[src/rtl/utim64_pkg.sv]
// Shared definitions for the utim64 timer: register map, controller state
// encoding and the active-low word-enable codes of the 64-bit counter.
package utim64_pkg;

   localparam logic [1:0] UTIM64_ADDR_CONF = 2'd0;
   localparam logic [1:0] UTIM64_ADDR_LO   = 2'd1;
   localparam logic [1:0] UTIM64_ADDR_HI   = 2'd2;
   localparam logic [1:0] UTIM64_ADDR_RSV  = 2'd3;

   localparam logic [1:0] DQM_LO   = 2'b10;
   localparam logic [1:0] DQM_HI   = 2'b01;
   localparam logic [1:0] DQM_NONE = 2'b11;

   typedef enum logic [1:0] {
      ST_IDLE = 2'd0,
      ST_STOP = 2'd1,
      ST_LOAD = 2'd2,
      ST_RESP = 2'd3
   } state_t;

   // Kind of write held while the FSM walks through LOAD.
   typedef enum logic [1:0] {
      OP_CONF  = 2'd0,
      OP_COUNT = 2'd1,
      OP_RSV   = 2'd2
   } op_t;

endpackage

[src/rtl/utim64_counter_ctrl_if.sv]
// Single-beat register request/response bus of the utim64 counter controller.
interface utim64_counter_ctrl_if;
   import utim64_pkg::*;

   logic        iREQ_VALID;
   logic        oREQ_BUSY;
   logic        iREQ_RW;
   logic [1:0]  iREQ_ADDR;
   logic [31:0] iREQ_DATA;
   logic        oRESP_VALID;
   logic [31:0] oRESP_DATA;

   modport master (
      output iREQ_VALID, iREQ_RW, iREQ_ADDR, iREQ_DATA,
      input  oREQ_BUSY, oRESP_VALID, oRESP_DATA
   );

   modport slave (
      input  iREQ_VALID, iREQ_RW, iREQ_ADDR, iREQ_DATA,
      output oREQ_BUSY, oRESP_VALID, oRESP_DATA
   );

endinterface

[src/rtl/utim64_counter_ctrl.sv]
// Register front-end for the utim64 64-bit counter: coherent 64-bit reads via a
// low-word snapshot, and count writes that stop/load/restart a running counter.
module utim64_counter_ctrl
   import utim64_pkg::*;
#(
   parameter bit          P_AUTO_RESTART = 1'b1,
   parameter logic [31:0] P_RSV_READ     = 32'h0000_0000
) (
   input  logic                  iCLOCK,
   input  logic                  inRESET,
   utim64_counter_ctrl_if.slave  bus,
   output logic                  oCONF_WRITE,
   output logic                  oCONF_ENA,
   output logic                  oCOUNT_WRITE,
   output logic [1:0]            onCOUNT_DQM,
   output logic [63:0]           oCOUNT_COUNTER,
   input  logic                  iWORKING,
   input  logic [63:0]           iCOUNTER
);

   state_t      state;
   state_t      state_nxt;
   op_t         op_q;
   logic        ena_q;
   logic        restart_q;
   logic [1:0]  dqm_q;
   logic [63:0] snapshot_q;
   logic        rd_vld_q;
   logic [31:0] rd_data_q;
   logic        accept;
   logic        is_count_addr;

   assign accept        = (state == ST_IDLE) && bus.iREQ_VALID;
   assign is_count_addr = (bus.iREQ_ADDR == UTIM64_ADDR_LO) ||
                          (bus.iREQ_ADDR == UTIM64_ADDR_HI);

   always_ff @(posedge iCLOCK or negedge inRESET) begin
      if (!inRESET) begin
         state <= ST_IDLE;
      end else begin
         state <= state_nxt;
      end
   end

   // Reads never leave IDLE; every write spends one strobe cycle in LOAD so all
   // non-running writes share the same two-cycle completion.
   always_comb begin
      state_nxt = state;
      case (state)
         ST_IDLE: begin
            if (accept && bus.iREQ_RW) begin
               if (is_count_addr && iWORKING) begin
                  state_nxt = ST_STOP;
               end else begin
                  state_nxt = ST_LOAD;
               end
            end
         end
         ST_STOP: state_nxt = ST_LOAD;
         ST_LOAD: state_nxt = ST_RESP;
         ST_RESP: state_nxt = ST_IDLE;
         default: state_nxt = ST_IDLE;
      endcase
   end

   always_ff @(posedge iCLOCK or negedge inRESET) begin
      if (!inRESET) begin
         op_q           <= OP_RSV;
         ena_q          <= 1'b0;
         restart_q      <= 1'b0;
         dqm_q          <= DQM_NONE;
         oCOUNT_COUNTER <= '0;
         snapshot_q     <= '0;
         rd_vld_q       <= 1'b0;
         rd_data_q      <= '0;
      end else begin
         rd_vld_q  <= accept && !bus.iREQ_RW;
         rd_data_q <= '0;
         if (accept && !bus.iREQ_RW) begin
            case (bus.iREQ_ADDR)
               UTIM64_ADDR_CONF: rd_data_q <= {31'b0, iWORKING};
               UTIM64_ADDR_LO: begin
                  snapshot_q <= iCOUNTER;
                  rd_data_q  <= iCOUNTER[31:0];
               end
               UTIM64_ADDR_HI:   rd_data_q <= snapshot_q[63:32];
               default:          rd_data_q <= P_RSV_READ;
            endcase
         end else if (accept) begin
            case (bus.iREQ_ADDR)
               UTIM64_ADDR_CONF: begin
                  op_q  <= OP_CONF;
                  ena_q <= bus.iREQ_DATA[0];
               end
               UTIM64_ADDR_LO, UTIM64_ADDR_HI: begin
                  op_q           <= OP_COUNT;
                  oCOUNT_COUNTER <= {bus.iREQ_DATA, bus.iREQ_DATA};
                  dqm_q          <= (bus.iREQ_ADDR == UTIM64_ADDR_LO) ? DQM_LO : DQM_HI;
                  restart_q      <= iWORKING & P_AUTO_RESTART;
               end
               default:          op_q <= OP_RSV;
            endcase
         end
      end
   end

   assign bus.oREQ_BUSY   = (state != ST_IDLE);
   assign bus.oRESP_VALID = rd_vld_q || (state == ST_RESP);
   assign bus.oRESP_DATA  = rd_vld_q ? rd_data_q : 32'h0;

   // Strobes decode from state only, so an asserted reset drops them at once.
   always_comb begin
      oCONF_WRITE  = 1'b0;
      oCONF_ENA    = 1'b0;
      oCOUNT_WRITE = 1'b0;
      onCOUNT_DQM  = DQM_NONE;
      case (state)
         ST_STOP: oCONF_WRITE = 1'b1;
         ST_LOAD: begin
            case (op_q)
               OP_CONF: begin
                  oCONF_WRITE = 1'b1;
                  oCONF_ENA   = ena_q;
               end
               OP_COUNT: begin
                  oCOUNT_WRITE = 1'b1;
                  onCOUNT_DQM  = dqm_q;
                  if (restart_q) begin
                     oCONF_WRITE = 1'b1;
                     oCONF_ENA   = 1'b1;
                  end
               end
               default: ;
            endcase
         end
         default: ;
      endcase
   end

endmodule

[src/flat_wrapper.sv]
// flat-port wrapper written by rule: the top's interface ports become plain ports
module utim64_counter_ctrl_flat import utim64_pkg::*;
#(
   parameter bit          P_AUTO_RESTART = 1'b1,
   parameter logic [31:0] P_RSV_READ     = 32'h0000_0000
)
  (iCLOCK, inRESET, oCONF_WRITE, oCONF_ENA, oCOUNT_WRITE, onCOUNT_DQM, oCOUNT_COUNTER, iWORKING, iCOUNTER, bus_iREQ_VALID, bus_iREQ_RW, bus_iREQ_ADDR, bus_iREQ_DATA, bus_oREQ_BUSY, bus_oRESP_VALID, bus_oRESP_DATA);
  utim64_counter_ctrl_if bus_i ();
  input  logic iCLOCK;
  input  logic inRESET;
  output logic oCONF_WRITE;
  output logic oCONF_ENA;
  output logic oCOUNT_WRITE;
  output logic [1:0] onCOUNT_DQM;
  output logic [63:0] oCOUNT_COUNTER;
  input  logic iWORKING;
  input  logic [63:0] iCOUNTER;
  input wire logic [$bits(bus_i.iREQ_VALID)-1:0] bus_iREQ_VALID;
  input wire logic [$bits(bus_i.iREQ_RW)-1:0] bus_iREQ_RW;
  input wire logic [$bits(bus_i.iREQ_ADDR)-1:0] bus_iREQ_ADDR;
  input wire logic [$bits(bus_i.iREQ_DATA)-1:0] bus_iREQ_DATA;
  output wire logic [$bits(bus_i.oREQ_BUSY)-1:0] bus_oREQ_BUSY;
  output wire logic [$bits(bus_i.oRESP_VALID)-1:0] bus_oRESP_VALID;
  output wire logic [$bits(bus_i.oRESP_DATA)-1:0] bus_oRESP_DATA;
  assign bus_i.iREQ_VALID = bus_iREQ_VALID;
  assign bus_i.iREQ_RW = bus_iREQ_RW;
  assign bus_i.iREQ_ADDR = bus_iREQ_ADDR;
  assign bus_i.iREQ_DATA = bus_iREQ_DATA;
  assign bus_oREQ_BUSY = bus_i.oREQ_BUSY;
  assign bus_oRESP_VALID = bus_i.oRESP_VALID;
  assign bus_oRESP_DATA = bus_i.oRESP_DATA;
  utim64_counter_ctrl #(.P_AUTO_RESTART(P_AUTO_RESTART), .P_RSV_READ(P_RSV_READ)) u_core (.iCLOCK(iCLOCK), .inRESET(inRESET), .bus(bus_i), .oCONF_WRITE(oCONF_WRITE), .oCONF_ENA(oCONF_ENA), .oCOUNT_WRITE(oCOUNT_WRITE), .onCOUNT_DQM(onCOUNT_DQM), .oCOUNT_COUNTER(oCOUNT_COUNTER), .iWORKING(iWORKING), .iCOUNTER(iCOUNTER));
endmodule
[config.mk]
export PLATFORM = sky130hd
export DESIGN_NAME = utim64_counter_ctrl_flat
export DESIGN_NICKNAME = d
export VERILOG_FILES = /design/src/rtl/utim64_pkg.sv /design/src/rtl/utim64_counter_ctrl_if.sv /design/src/rtl/utim64_counter_ctrl.sv /design/src/flat_wrapper.sv
export SDC_FILE = /design/constraint.sdc
export NUM_CORES = 1
export LEC_CHECK = 0
export ABC_AREA = 0
export BUFFER_PORTS_ARGS = -buffer_cell sky130_fd_sc_hd__buf_2
export CORE_MARGIN = 2
export CORE_UTILIZATION = 51
export DETAILED_ROUTE_END_ITERATION = 10
export MAX_ROUTING_LAYER = met4
export PLACE_DENSITY = 0.95
export SYNTH_ARGS = -nofsm -noshare
export SYNTH_HDL_FRONTEND = slang
export SYNTH_SLANG_ARGS = --single-unit
[constraint.sdc]
create_clock -name iCLOCK -period 4.5 [get_ports iCLOCK]
set_clock_uncertainty 0.05 [all_clocks]
set_input_delay 0.675 -clock iCLOCK [delete_from_list [all_inputs] [get_ports iCLOCK]]
set_output_delay 0.675 -clock iCLOCK [all_outputs]
set_load 0.05 [all_outputs]
==> impl_metrics.ini <==
[cts]
cts_made_buffers = 9
ctsLongestPathBuffers = 2
postCtsSetupBuffers = 0
root_buffer = clkbuf_8
cts_tree = built
insertion_delay_ns = 0.35
cts_num_sinks = 105
cts_hold_buf = 0
ctsHtreeMaxLevel = 3
clkTransAtPathRegs_ns = 0.11
cts-resized-gates = 0

[power]
cellPowerDensity_nw_per_um2 = 724
leakagePower_nw = 3.01
ir_worst_vdd_mv = 0.735

[critical_path]
r2r_cells = 4
cp-start-kind = flip-flop
crit_chain = inv_1, ha_1, nand3b_1, or2_2, buf_2
r2r-end = u_core.oCOUNT_COUNTER[51]$_DFFE_PN0P_
critPathCaptureType = primary output
max_stage_delay_ns = 0.43
cp.required_ns = 3.77
r2r_slack_ns = 2.27
critPathMaxFanout = 4
crit_start = u_core.state[0]$_DFFE_PN0P_
r2r-start = u_core.state[0]$_DFFE_PN0P_
crit_type = reg2out
worstPathArrival_ns = 1.79
slowest_stage = dfrtp_1
endpoint = onCOUNT_DQM[0]

[layout]
area_growth_pct = 21.5
insertedDiodeCount = 0
nets = 646
fin_area_sq_um = 5680
fillers = 687
stdcell_count = 646
drive_above_1_share_pct = 56.7
layout_common_cells = buf_2, dfrtp_1, mux2_2, and2_1, a22oi_1
final_common_cell = buf_2

[sta]
grt_setup_unrepaired = false
finalCritPeriodShare_pct = 55.8
slew_viol_final = 0
layout_setup_ws_ns = 1.99
tightestPinTransition_ns = 0.952
setup_viol = 0
hold_ws_ns = 0.426
fin_tns_setup_ns = 0
period_needed_ns = 2.51
max_slew_margin_pct = 36.5
hold_viol_final = 0
clock.fmax_mhz = 398

[yosys]
synth_area_leaders = dfrtp_1, mux2_2, buf_4
ys_warn_count = 0
synth_area_sq_um = 4680
synth.avg_cell_area_sq_um = 12.8
yosysSeqAreaShare_pct = 56.2
yosysTopAreaCell = dfrtp_1
yosysTopAreaCellShare_pct = 54.5
ys_types = 32
synth-seq-cells = 105
syn_inst = 366
syn_nets = 478

[grt]
grt-ovfl-total = 0
grt_pass1_vias = 3482
track_usage_pct = 21.5
grt_pass1_wl_mm = 16.3
antenna_found_initial = 0
grt_start_max_net_pins = 80

[detailed_routing]
drt_iter0_drc = 110
wire_per_inst_microns = 16.0
vias_per_cell = 5.19
ant_nets = 0
vias = 3353
routed_wl_mm = 10.3
drt_drc_violations_left = 0
dr.pass1.iters = 4

[placed_design]
dp.cells = 631
hpwl_mm = 7.59
io_buffers = 205
dpl_cell_area_sq_um = 5500
gp_congestion = 0.819
post-place-ws_ns = 1.84

[floorplanning]
coreArea_sq_um = 8810
die-area_sq_um = 9960
die_w_microns = 99.8
die_y_microns = 99.8
num_rows = 34
initial_utilization_pct = 53.1
num_io_pins = 206

[run]
max-cap-violations = 0

[status]
status = finished clean

[min_path]
hold_class = in2async
==> worst max-delay path: cells and delay by family, from the launching register on <==
kind                       cells  cell delay (ns)
DFF                            1             0.43
buffers and inverters          2             0.35
and+or+nand+nor                2             0.44
adders and majority gates      1             0.22
==> power by group <==
group | internal [mW] | switching [mW] | leakage, nW
Clock | 0.254 | 0.305 | 0.0844
Combinational | 0.563 | 1.50 | 1.58
Sequential | 1.28 | 0.210 | 1.34
Total | 2.10 | 2.02 | 3.01
==> registers in the layout, indices dropped and copies added, names as in the netlist <==
register and flops:
u_core.oCOUNT_COUNTER 32, u_core.rd_data_q 32, u_core.snapshot_q 32, u_core.dqm_q 2
u_core.op_q 2, u_core.state 2, u_core.ena_q 1, u_core.rd_vld_q 1
u_core.restart_q 1
==> cells in the mapped netlist <==
| master | count |
|---|---|
| buf_8 | 1 |
| mux2_1 | 2 |
| o21a_1 | 1 |
| a21oi_1 | 2 |
| or2_2 | 3 |
| buf_4 | 32 |
| mux2i_1 | 1 |
| dfstp_2 | 3 |
| nand4_4 | 1 |
| mux2_2 | 66 |
| a222oi_1 | 1 |
| or3_1 | 1 |
| nand4_1 | 1 |
| o21ai_0 | 3 |
| nand2_2 | 1 |
| nand3_1 | 2 |
| nor2_2 | 6 |
| a22oi_1 | 31 |
| nand2_1 | 4 |
| and2_1 | 32 |
| buf_6 | 6 |
| buf_2 | 5 |
| nand4b_2 | 1 |
| inv_1 | 7 |
| clkbuf_1 | 9 |
| dfrtp_1 | 102 |
| a21o_1 | 1 |
| nand3b_1 | 1 |
| ha_1 | 9 |
| nand2b_1 | 2 |
| nor2_1 | 28 |
| a21boi_0 | 1 |
==> cell families after synthesis <==
group	synth area share, %
AO/OA/AOI/OAI	6.20
AND/OR/NAND/NOR	9.87
flip-flops	56.2
buffers and inverters	8.72
multiplexers	16.6
adder cells (fa/ha/maj)	2.41
==> cell type report <==
| type | count | area, sq um | share of cell area (%) |
|---|---|---|---|
| sequential | 105 | 2630 | 46.3 |
| multi-input combinational | 201 | 1640 | 28.9 |
| timing repair buffer | 210 | 1070 | 18.8 |
| tap | 108 | 135 | 2.38 |
| clock buffer | 10 | 128 | 2.25 |
| clock inverter | 5 | 57.6 | 1.01 |
| inverter | 7 | 26.3 | 0.462 |
==> stage by stage <==
step                power (mW)  utilization (%)
floorplan                 3.29                -
global placement          3.51             62.4
detailed placement        3.58             62.4
CTS                       4.14             64.5
global route              4.30             64.5
finish                    4.12             64.5
==> worst min-delay path by stage <==
| stage | endpoint | depth (start not counted) | slack, ns | startpoint |
|---|---|---|---|---|
| final | u_core.oCOUNT_COUNTER[57]$_DFFE_PN0P_ | 1 | 0.43 | inRESET |
| after detailed placement | u_core.dqm_q[0]$_DFFE_PN1P_ | 2 | 0.43 | u_core.dqm_q[0]$_DFFE_PN1P_ |
| after global placement | u_core.dqm_q[0]$_DFFE_PN1P_ | 2 | 0.42 | u_core.dqm_q[0]$_DFFE_PN1P_ |
| after floorplan | u_core.ena_q$_DFFE_PN0P_ | 0 | 0.33 | inRESET |
| after CTS | u_core.dqm_q[0]$_DFFE_PN1P_ | 2 | 0.45 | u_core.dqm_q[0]$_DFFE_PN1P_ |
| after global routing | u_core.oCOUNT_COUNTER[44]$_DFFE_PN0P_ | 2 | 0.48 | bus_iREQ_DATA[12] |
==> layer usage <==
metal	vias to the layer above	share of wire (%)	track usage, %
li1	1538	-	-
met1	1642	40	25.9
met2	147	52	36.1
met3	26	5.4	3.97
met4	0	2.4	8.43
met5	-	0	-
(Power assumes the default switching activity.)
